### config.mk
export PLATFORM = sky130hd
export DESIGN_NAME = acq_sequencer_flat
export DESIGN_NICKNAME = d
export VERILOG_FILES = /design/src/rtl/acq_sequencer_if.sv /design/src/rtl/acq_sequencer.sv /design/src/flat_wrapper.sv
export SDC_FILE = /design/constraint.sdc
export NUM_CORES = 1
export LEC_CHECK = 0
export CAP_MARGIN = 25
export CORE_MARGIN = 3
export CORE_UTILIZATION = 45
export CTS_BUF_LIST = sky130_fd_sc_hd__clkbuf_16
export CTS_CLUSTER_DIAMETER = 40
export DETAILED_ROUTE_END_ITERATION = 12
export PLACE_DENSITY = 0.7
export SYNTH_ARGS = -nofsm -noshare
export SYNTH_HDL_FRONTEND = slang
export SYNTH_SLANG_ARGS = --single-unit
### constraint.sdc
create_clock -name clk -period 4.3 [get_ports clk]
set_clock_uncertainty 0.15 [all_clocks]
set_input_delay 0.86 -clock clk [delete_from_list [all_inputs] [get_ports clk]]
set_output_delay 0.86 -clock clk [all_outputs]
set_load 0.03 [all_outputs]
### src/rtl/acq_sequencer_if.sv
// Run-control bus between the acquisition host logic and acq_sequencer.
// master drives commands, config and datapath status; slave is the sequencer.
interface acq_sequencer_if #(
    parameter int unsigned CHANNELS = 16,
    parameter int unsigned COUNT_W  = 32
);
    logic                cmd_start;
    logic                cmd_abort;
    logic [7:0]          cfg_clock_divisor;
    logic [CHANNELS-1:0] cfg_channel_enable;
    logic [CHANNELS-1:0] cfg_trig_mask;
    logic [CHANNELS-1:0] cfg_trig_value;
    logic [COUNT_W-1:0]  cfg_word_limit;
    logic [CHANNELS-1:0] probe;
    logic                sample_data_avail;
    logic                stalled;

    logic                fcd_rst;
    logic                acq_enable;
    logic [7:0]          clock_divisor;
    logic [CHANNELS-1:0] channel_enable;
    logic [2:0]          state;
    logic [COUNT_W-1:0]  word_count;
    logic                err_overflow;
    logic                err_config;

    modport master (
        output cmd_start, cmd_abort, cfg_clock_divisor, cfg_channel_enable, cfg_trig_mask,
               cfg_trig_value, cfg_word_limit, probe, sample_data_avail, stalled,
        input  fcd_rst, acq_enable, clock_divisor, channel_enable, state, word_count,
               err_overflow, err_config
    );

    modport slave (
        input  cmd_start, cmd_abort, cfg_clock_divisor, cfg_channel_enable, cfg_trig_mask,
               cfg_trig_value, cfg_word_limit, probe, sample_data_avail, stalled,
        output fcd_rst, acq_enable, clock_divisor, channel_enable, state, word_count,
               err_overflow, err_config
    );
endinterface

### src/rtl/acq_sequencer.sv
// Run-control FSM for the sampling datapath: config freeze, datapath reset pulse,
// masked probe trigger and word-limited / stall-terminated acquisition gating.
module acq_sequencer #(
    parameter int unsigned CHANNELS      = 16,
    parameter int unsigned COUNT_W       = 32,
    parameter int unsigned RST_PULSE_LEN = 2
) (
    input  logic           clk,
    input  logic           rst_n,
    acq_sequencer_if.slave bus
);
    localparam logic [2:0] S_IDLE  = 3'd0;
    localparam logic [2:0] S_RSTP  = 3'd1;
    localparam logic [2:0] S_ARMED = 3'd2;
    localparam logic [2:0] S_RUN   = 3'd3;
    localparam logic [2:0] S_DONE  = 3'd4;
    localparam logic [2:0] S_ERROR = 3'd5;

    localparam int unsigned PW = (RST_PULSE_LEN > 1) ? $clog2(RST_PULSE_LEN) : 1;
    localparam logic [PW-1:0] PULSE_LAST = PW'(RST_PULSE_LEN - 1);

    logic [2:0]          r_state;
    logic                r_fcd_rst;
    logic                r_acq_enable;
    logic [7:0]          r_clock_divisor;
    logic [CHANNELS-1:0] r_channel_enable;
    logic [CHANNELS-1:0] r_trig_mask;
    logic [CHANNELS-1:0] r_trig_value;
    logic [COUNT_W-1:0]  r_word_limit;
    logic [COUNT_W-1:0]  r_word_count;
    logic                r_err_overflow;
    logic                r_err_config;
    logic [PW-1:0]       r_pulse_cnt;
    logic                r_match;

    logic                w_start_ok;
    logic                w_start_bad;
    logic                w_probe_match;
    logic [COUNT_W-1:0]  w_count_nxt;
    logic                w_limit_hit;

    always_comb begin
        // Abort takes priority, so a start in the same cycle is never evaluated.
        w_start_ok    = bus.cmd_start && !bus.cmd_abort && (bus.cfg_channel_enable != '0);
        w_start_bad   = bus.cmd_start && !bus.cmd_abort && (bus.cfg_channel_enable == '0);
        w_probe_match = ((bus.probe ^ r_trig_value) & r_trig_mask) == '0;
        w_count_nxt   = r_word_count;
        if (bus.sample_data_avail && !(&r_word_count)) begin
            w_count_nxt = r_word_count + COUNT_W'(1);
        end
        w_limit_hit = (r_word_limit != '0) && bus.sample_data_avail
                      && (w_count_nxt == r_word_limit);
    end

    always_ff @(posedge clk or negedge rst_n) begin
        if (!rst_n) begin
            r_state          <= S_IDLE;
            r_fcd_rst        <= 1'b0;
            r_acq_enable     <= 1'b0;
            r_clock_divisor  <= '0;
            r_channel_enable <= '0;
            r_trig_mask      <= '0;
            r_trig_value     <= '0;
            r_word_limit     <= '0;
            r_word_count     <= '0;
            r_err_overflow   <= 1'b0;
            r_err_config     <= 1'b0;
            r_pulse_cnt      <= '0;
            r_match          <= 1'b0;
        end else begin
            case (r_state)
                S_IDLE, S_DONE, S_ERROR: begin
                    if (w_start_ok) begin
                        r_state          <= S_RSTP;
                        r_fcd_rst        <= 1'b1;
                        r_pulse_cnt      <= '0;
                        r_word_count     <= '0;
                        r_err_overflow   <= 1'b0;
                        r_err_config     <= 1'b0;
                        r_clock_divisor  <= bus.cfg_clock_divisor;
                        r_channel_enable <= bus.cfg_channel_enable;
                        r_trig_mask      <= bus.cfg_trig_mask;
                        r_trig_value     <= bus.cfg_trig_value;
                        r_word_limit     <= bus.cfg_word_limit;
                    end else if (w_start_bad) begin
                        r_state      <= S_ERROR;
                        r_err_config <= 1'b1;
                    end
                end
                S_RSTP: begin
                    if (r_pulse_cnt == PULSE_LAST) begin
                        r_fcd_rst <= 1'b0;
                        r_match   <= 1'b0;
                        // An empty trigger mask means trigger immediately.
                        if (r_trig_mask == '0) begin
                            r_state      <= S_RUN;
                            r_acq_enable <= 1'b1;
                        end else begin
                            r_state <= S_ARMED;
                        end
                    end else begin
                        r_pulse_cnt <= r_pulse_cnt + PW'(1);
                    end
                end
                S_ARMED: begin
                    r_match <= w_probe_match;
                    if (r_match) begin
                        r_state      <= S_RUN;
                        r_acq_enable <= 1'b1;
                    end
                end
                S_RUN: begin
                    r_word_count <= w_count_nxt;
                    if (bus.stalled) begin
                        r_state        <= S_ERROR;
                        r_err_overflow <= 1'b1;
                        r_acq_enable   <= 1'b0;
                    end else if (w_limit_hit) begin
                        r_state      <= S_DONE;
                        r_acq_enable <= 1'b0;
                    end
                end
                default: begin
                    r_state      <= S_IDLE;
                    r_acq_enable <= 1'b0;
                    r_fcd_rst    <= 1'b0;
                end
            endcase

            if (bus.cmd_abort && (r_state != S_IDLE)) begin
                r_state      <= S_IDLE;
                r_acq_enable <= 1'b0;
                r_fcd_rst    <= 1'b0;
                r_word_count <= r_word_count;
            end
        end
    end

    assign bus.fcd_rst        = r_fcd_rst;
    assign bus.acq_enable     = r_acq_enable;
    assign bus.clock_divisor  = r_clock_divisor;
    assign bus.channel_enable = r_channel_enable;
    assign bus.state          = r_state;
    assign bus.word_count     = r_word_count;
    assign bus.err_overflow   = r_err_overflow;
    assign bus.err_config     = r_err_config;
endmodule

### src/flat_wrapper.sv
// flat-port wrapper written by rule: the top's interface ports become plain ports
module acq_sequencer_flat 
#(
    parameter int unsigned CHANNELS      = 16,
    parameter int unsigned COUNT_W       = 32,
    parameter int unsigned RST_PULSE_LEN = 2
)
  (clk, rst_n, bus_cmd_start, bus_cmd_abort, bus_cfg_clock_divisor, bus_cfg_channel_enable, bus_cfg_trig_mask, bus_cfg_trig_value, bus_cfg_word_limit, bus_probe, bus_sample_data_avail, bus_stalled, bus_fcd_rst, bus_acq_enable, bus_clock_divisor, bus_channel_enable, bus_state, bus_word_count, bus_err_overflow, bus_err_config);
  acq_sequencer_if #(.CHANNELS(CHANNELS), .COUNT_W(COUNT_W)) bus_i ();
  input  logic clk;
  input  logic rst_n;
  input wire logic [$bits(bus_i.cmd_start)-1:0] bus_cmd_start;
  input wire logic [$bits(bus_i.cmd_abort)-1:0] bus_cmd_abort;
  input wire logic [$bits(bus_i.cfg_clock_divisor)-1:0] bus_cfg_clock_divisor;
  input wire logic [$bits(bus_i.cfg_channel_enable)-1:0] bus_cfg_channel_enable;
  input wire logic [$bits(bus_i.cfg_trig_mask)-1:0] bus_cfg_trig_mask;
  input wire logic [$bits(bus_i.cfg_trig_value)-1:0] bus_cfg_trig_value;
  input wire logic [$bits(bus_i.cfg_word_limit)-1:0] bus_cfg_word_limit;
  input wire logic [$bits(bus_i.probe)-1:0] bus_probe;
  input wire logic [$bits(bus_i.sample_data_avail)-1:0] bus_sample_data_avail;
  input wire logic [$bits(bus_i.stalled)-1:0] bus_stalled;
  output wire logic [$bits(bus_i.fcd_rst)-1:0] bus_fcd_rst;
  output wire logic [$bits(bus_i.acq_enable)-1:0] bus_acq_enable;
  output wire logic [$bits(bus_i.clock_divisor)-1:0] bus_clock_divisor;
  output wire logic [$bits(bus_i.channel_enable)-1:0] bus_channel_enable;
  output wire logic [$bits(bus_i.state)-1:0] bus_state;
  output wire logic [$bits(bus_i.word_count)-1:0] bus_word_count;
  output wire logic [$bits(bus_i.err_overflow)-1:0] bus_err_overflow;
  output wire logic [$bits(bus_i.err_config)-1:0] bus_err_config;
  assign bus_i.cmd_start = bus_cmd_start;
  assign bus_i.cmd_abort = bus_cmd_abort;
  assign bus_i.cfg_clock_divisor = bus_cfg_clock_divisor;
  assign bus_i.cfg_channel_enable = bus_cfg_channel_enable;
  assign bus_i.cfg_trig_mask = bus_cfg_trig_mask;
  assign bus_i.cfg_trig_value = bus_cfg_trig_value;
  assign bus_i.cfg_word_limit = bus_cfg_word_limit;
  assign bus_i.probe = bus_probe;
  assign bus_i.sample_data_avail = bus_sample_data_avail;
  assign bus_i.stalled = bus_stalled;
  assign bus_fcd_rst = bus_i.fcd_rst;
  assign bus_acq_enable = bus_i.acq_enable;
  assign bus_clock_divisor = bus_i.clock_divisor;
  assign bus_channel_enable = bus_i.channel_enable;
  assign bus_state = bus_i.state;
  assign bus_word_count = bus_i.word_count;
  assign bus_err_overflow = bus_i.err_overflow;
  assign bus_err_config = bus_i.err_config;
  acq_sequencer #(.CHANNELS(CHANNELS), .COUNT_W(COUNT_W), .RST_PULSE_LEN(RST_PULSE_LEN)) u_core (.clk(clk), .rst_n(rst_n), .bus(bus_i));
endmodule
==> impl_results.md <==
* Status: finished clean
* WS Path Type: input pin to flip-flop
* CP max stage cell: or4_1
* Drt via density at 6.03
* FF-to-FF setup slack at around 0.4 ns
* Gpl congestion at 0.979
* N_diodes at 0
* Via count at 7,272
* Drt wl/cell at 22.5 um
* Slew @ Worst Pin at 0.899 ns
* Residual DRC at 0
* DP HPWL at between 20,000 and 25,000 um
* Initial antenna violation count at 1
* Max incr delay on CP at 0.61 ns
* Post-CTS Setup Bufs at 0
* VDD IR max at 0.000445 V
* Area grow syn2layout at 39.1%
* Sequential share of the synthesized area at 0.430
* Layout Utilization at 0.648
* Most used routing layer: met2
* # rows at 46
* Largest net degree at the start of global routing at 82
* Clock power frac at 0.241
* Starting DRC count in detailed routing at 658
* I/O Buffers at 172
* Area of the multi-input gates at 4030 um2
* First-pass GRT wire length at 41,900 um
* Pre-Repair DR Iteration Count at 5
* Post-synth EDFFs at 0
* Die span in x at 135 um
* Area share of the largest cell type after synthesis at 0.430
* GR Overflow Total at 0
* Final setup vio count at 0
* F_max at approximately 260 MHz
* Initial core utilization at 0.466
* IO Count at 173
* Hold Vio Cnt, Final at 0
* Routed Antenna Nets at 0
* Total CTS buffers at 17
* CTS max path bufs at 2
* Share of layout cells above drive strength 1 at 0.203
* Mapped cell area at 7510 um2
* Synth unique cells at 72
* Syn Inst Count at 768
* Hold WS at around 0.32 ns
* GRT Total Usage at 0.301
* PnR worst setup slack at just under 0.4 ns
* Final Power at 5.88 mW
* Number of synthesized register bits at 129
* Fillers at between 1,000 and 1,500
* Combinational group share of total power at 0.396
* Sw Pwr at between 2 and 2.5 mW
* CTS tree: yes
* Mapped Nets at 879
* Top delay family on crit path: simple AND/OR/NAND/NOR gates
* Synth area leaders: dfrtp_1 43%, mux2_2 13%, o21ai_0 4.3%
* Slew Limit Fails at 0
* Ys Warns at 0
* Met1 Track Usage GR at 0.390
* Core region area at 16,100 um2
* Most used DFF post-synth: dfrtp_1
* Maximum fanout along the worst path at 5
* CTS Hold Bufs at 0
* Cell taking the most area after synthesis: dfrtp_1
* Reg power frac at 0.363
* Post_cts resized at 0
* Worst setup SP type: input pin
* Max cap viols at 0
* Slew Limit Headroom at 0.385
* Syn_area_per_cell at 9.78 um2
* Die area at between 15,000 and 20,000 um2
* RSZ-0062 raised after global routing: false
* Synth async-reset ratio at 1.00
* WP data arrival at between 4 and 5 ns
* Buf+Inv Stages, Crit Path at 2
* Final nets at 1,089
* Clock transition at path regs at 0.06 ns
* CTS Sinks at 129
* Die height at about 140 um
* Min Tclk post-route at 3.91 ns
* Clk_lat worst skew at between 0.4 and 0.5 ns
* Htree depth at 4
* Required time of the critical path at 4.45 ns
* Int Power at 3.67 mW
* CP Cell Sequence: clkdlybuf4s50_1 > nand3_1 > or4_1 > a31oi_1 > xnor2_1 > a2111oi_2 > o2111ai_1 > or4_4 > buf_4 > nor4_1 > o21ai_1
* Dpl ws at 0.00381 ns
* Sequential cell area at 3230 um2
* TNS Setup at 0 ns
* CP Capture Type: flip-flop
* Vias in the first global route at around 7,400
* CTS root buffer: clkbuf_16
* Power Density at 563 nW/um2
* Leak at 4.17 nW
* Met2 usage at 0.481
* Hold WC Path Type: input pin to asynchronous set/reset pin
* Final WL at around 27,000 um
* Tcrit/Tclk final at 0.908
* Sw frac at 0.376
* Met3 usage at 0.0973
-- final timing paths --
kind | start | end | depth (start not counted)
setup / recovery | bus_sample_data_avail | u_core.bus.acq_enable | 11
hold / removal | rst_n | u_core.bus.word_count[21] | 1
setup reg to reg | u_core.bus.word_count[1] | u_core.bus.acq_enable | 11
hold reg to reg | u_core.bus.fcd_rst | u_core.bus.fcd_rst | 2
max in group asynchronous | rst_n | u_core.bus.word_count[30] | 2
min in group clk | u_core.bus.fcd_rst | u_core.bus.fcd_rst | 2
-- cell usage in the layout, fill, tap and decap left out, types with 23 or more instances in the layout --
master / Yosys / final
clkdlybuf4s50_1: 0 / 171
dfrtp_1: 129 / 129
mux2_2: 88 / 88
buf_4: 3 / 71
o21ai_0: 64 / 64
nor2_1: 55 / 55
nand2_1: 47 / 46
xor2_1: 30 / 30
nand4_1: 26 / 26
nor4_1: 24 / 24
nand3_1: 24 / 24
a21oi_1: 24 / 24
xnor2_1: 23 / 23
-- power by group through the flow --
stage | clock network, mW | logic (mW) | registers [mW]
4_1_cts | 1.44 | 2.33 | 2.13
2_1_floorplan | 0 | 1.20 | 2.27
5_1_grt | 1.50 | 2.51 | 2.19
3_5_place_dp | 0 | 2.31 | 2.14
6_report | 1.42 | 2.33 | 2.14
3_3_place_gp | 0 | 2.29 | 2.12
-- stage by stage --
stage	cells	area, um2
6_report	1206	10400
5_1_grt	1206	10400
4_1_cts	1206	10400
3_5_place_dp	1175	9880
3_3_place_gp	1175	9880
2_1_floorplan	768	7510
-- cell usage after synthesis, drive strengths merged (17+ instances only) --
cell type,number
clkbuf,40
dfrtp,129
nor4,25
a21oi,24
o21ai,68
xnor2,23
a31oi,17
nor2,55
nand2,47
nand3,25
xor2,30
mux2,88
nand4,27
-- registers in the layout (all words and copies together), names as in the netlist --
register                   count
u_core.bus.word_count         32
u_core.bus.acq_enable          1
u_core.bus.channel_enable     16
u_core.r_word_limit           32
u_core.r_match                 1
u_core.r_pulse_cnt             1
u_core.bus.fcd_rst             1
u_core.bus.err_overflow        1
u_core.bus.clock_divisor       8
u_core.bus.state               3
u_core.r_trig_value           16
u_core.r_trig_mask            16
u_core.bus.err_config          1
-- final cells by class --
type,count,area share
Multi-Input combinational cell,574,0.386
Sequential cell,129,0.309
Timing Repair Buffer,246,0.222
Clock buffer,17,0.0407
Tap cell,216,0.0259
Clock inverter,14,0.0133
Inverter,10,0.00359
-- per-layer routing --
metal / vias to the layer above / wire, um
li1: 3295 / -
met1: 3547 / 11200
met2: 371 / 12600
met3: 57 / 2570
met4: 2 / 718
met5: - / 13
-- cells by family after synthesis --
family | Yosys count | synth area share
compound gates | 175 | 0.153
xor+xnor | 53 | 0.0618
fa+ha+maj | 2 | 0.00300
buf+inv | 65 | 0.0357
flops | 129 | 0.430
mux | 91 | 0.136
simple gates | 253 | 0.181
Note: power is estimated with default switching activity, not from simulation.
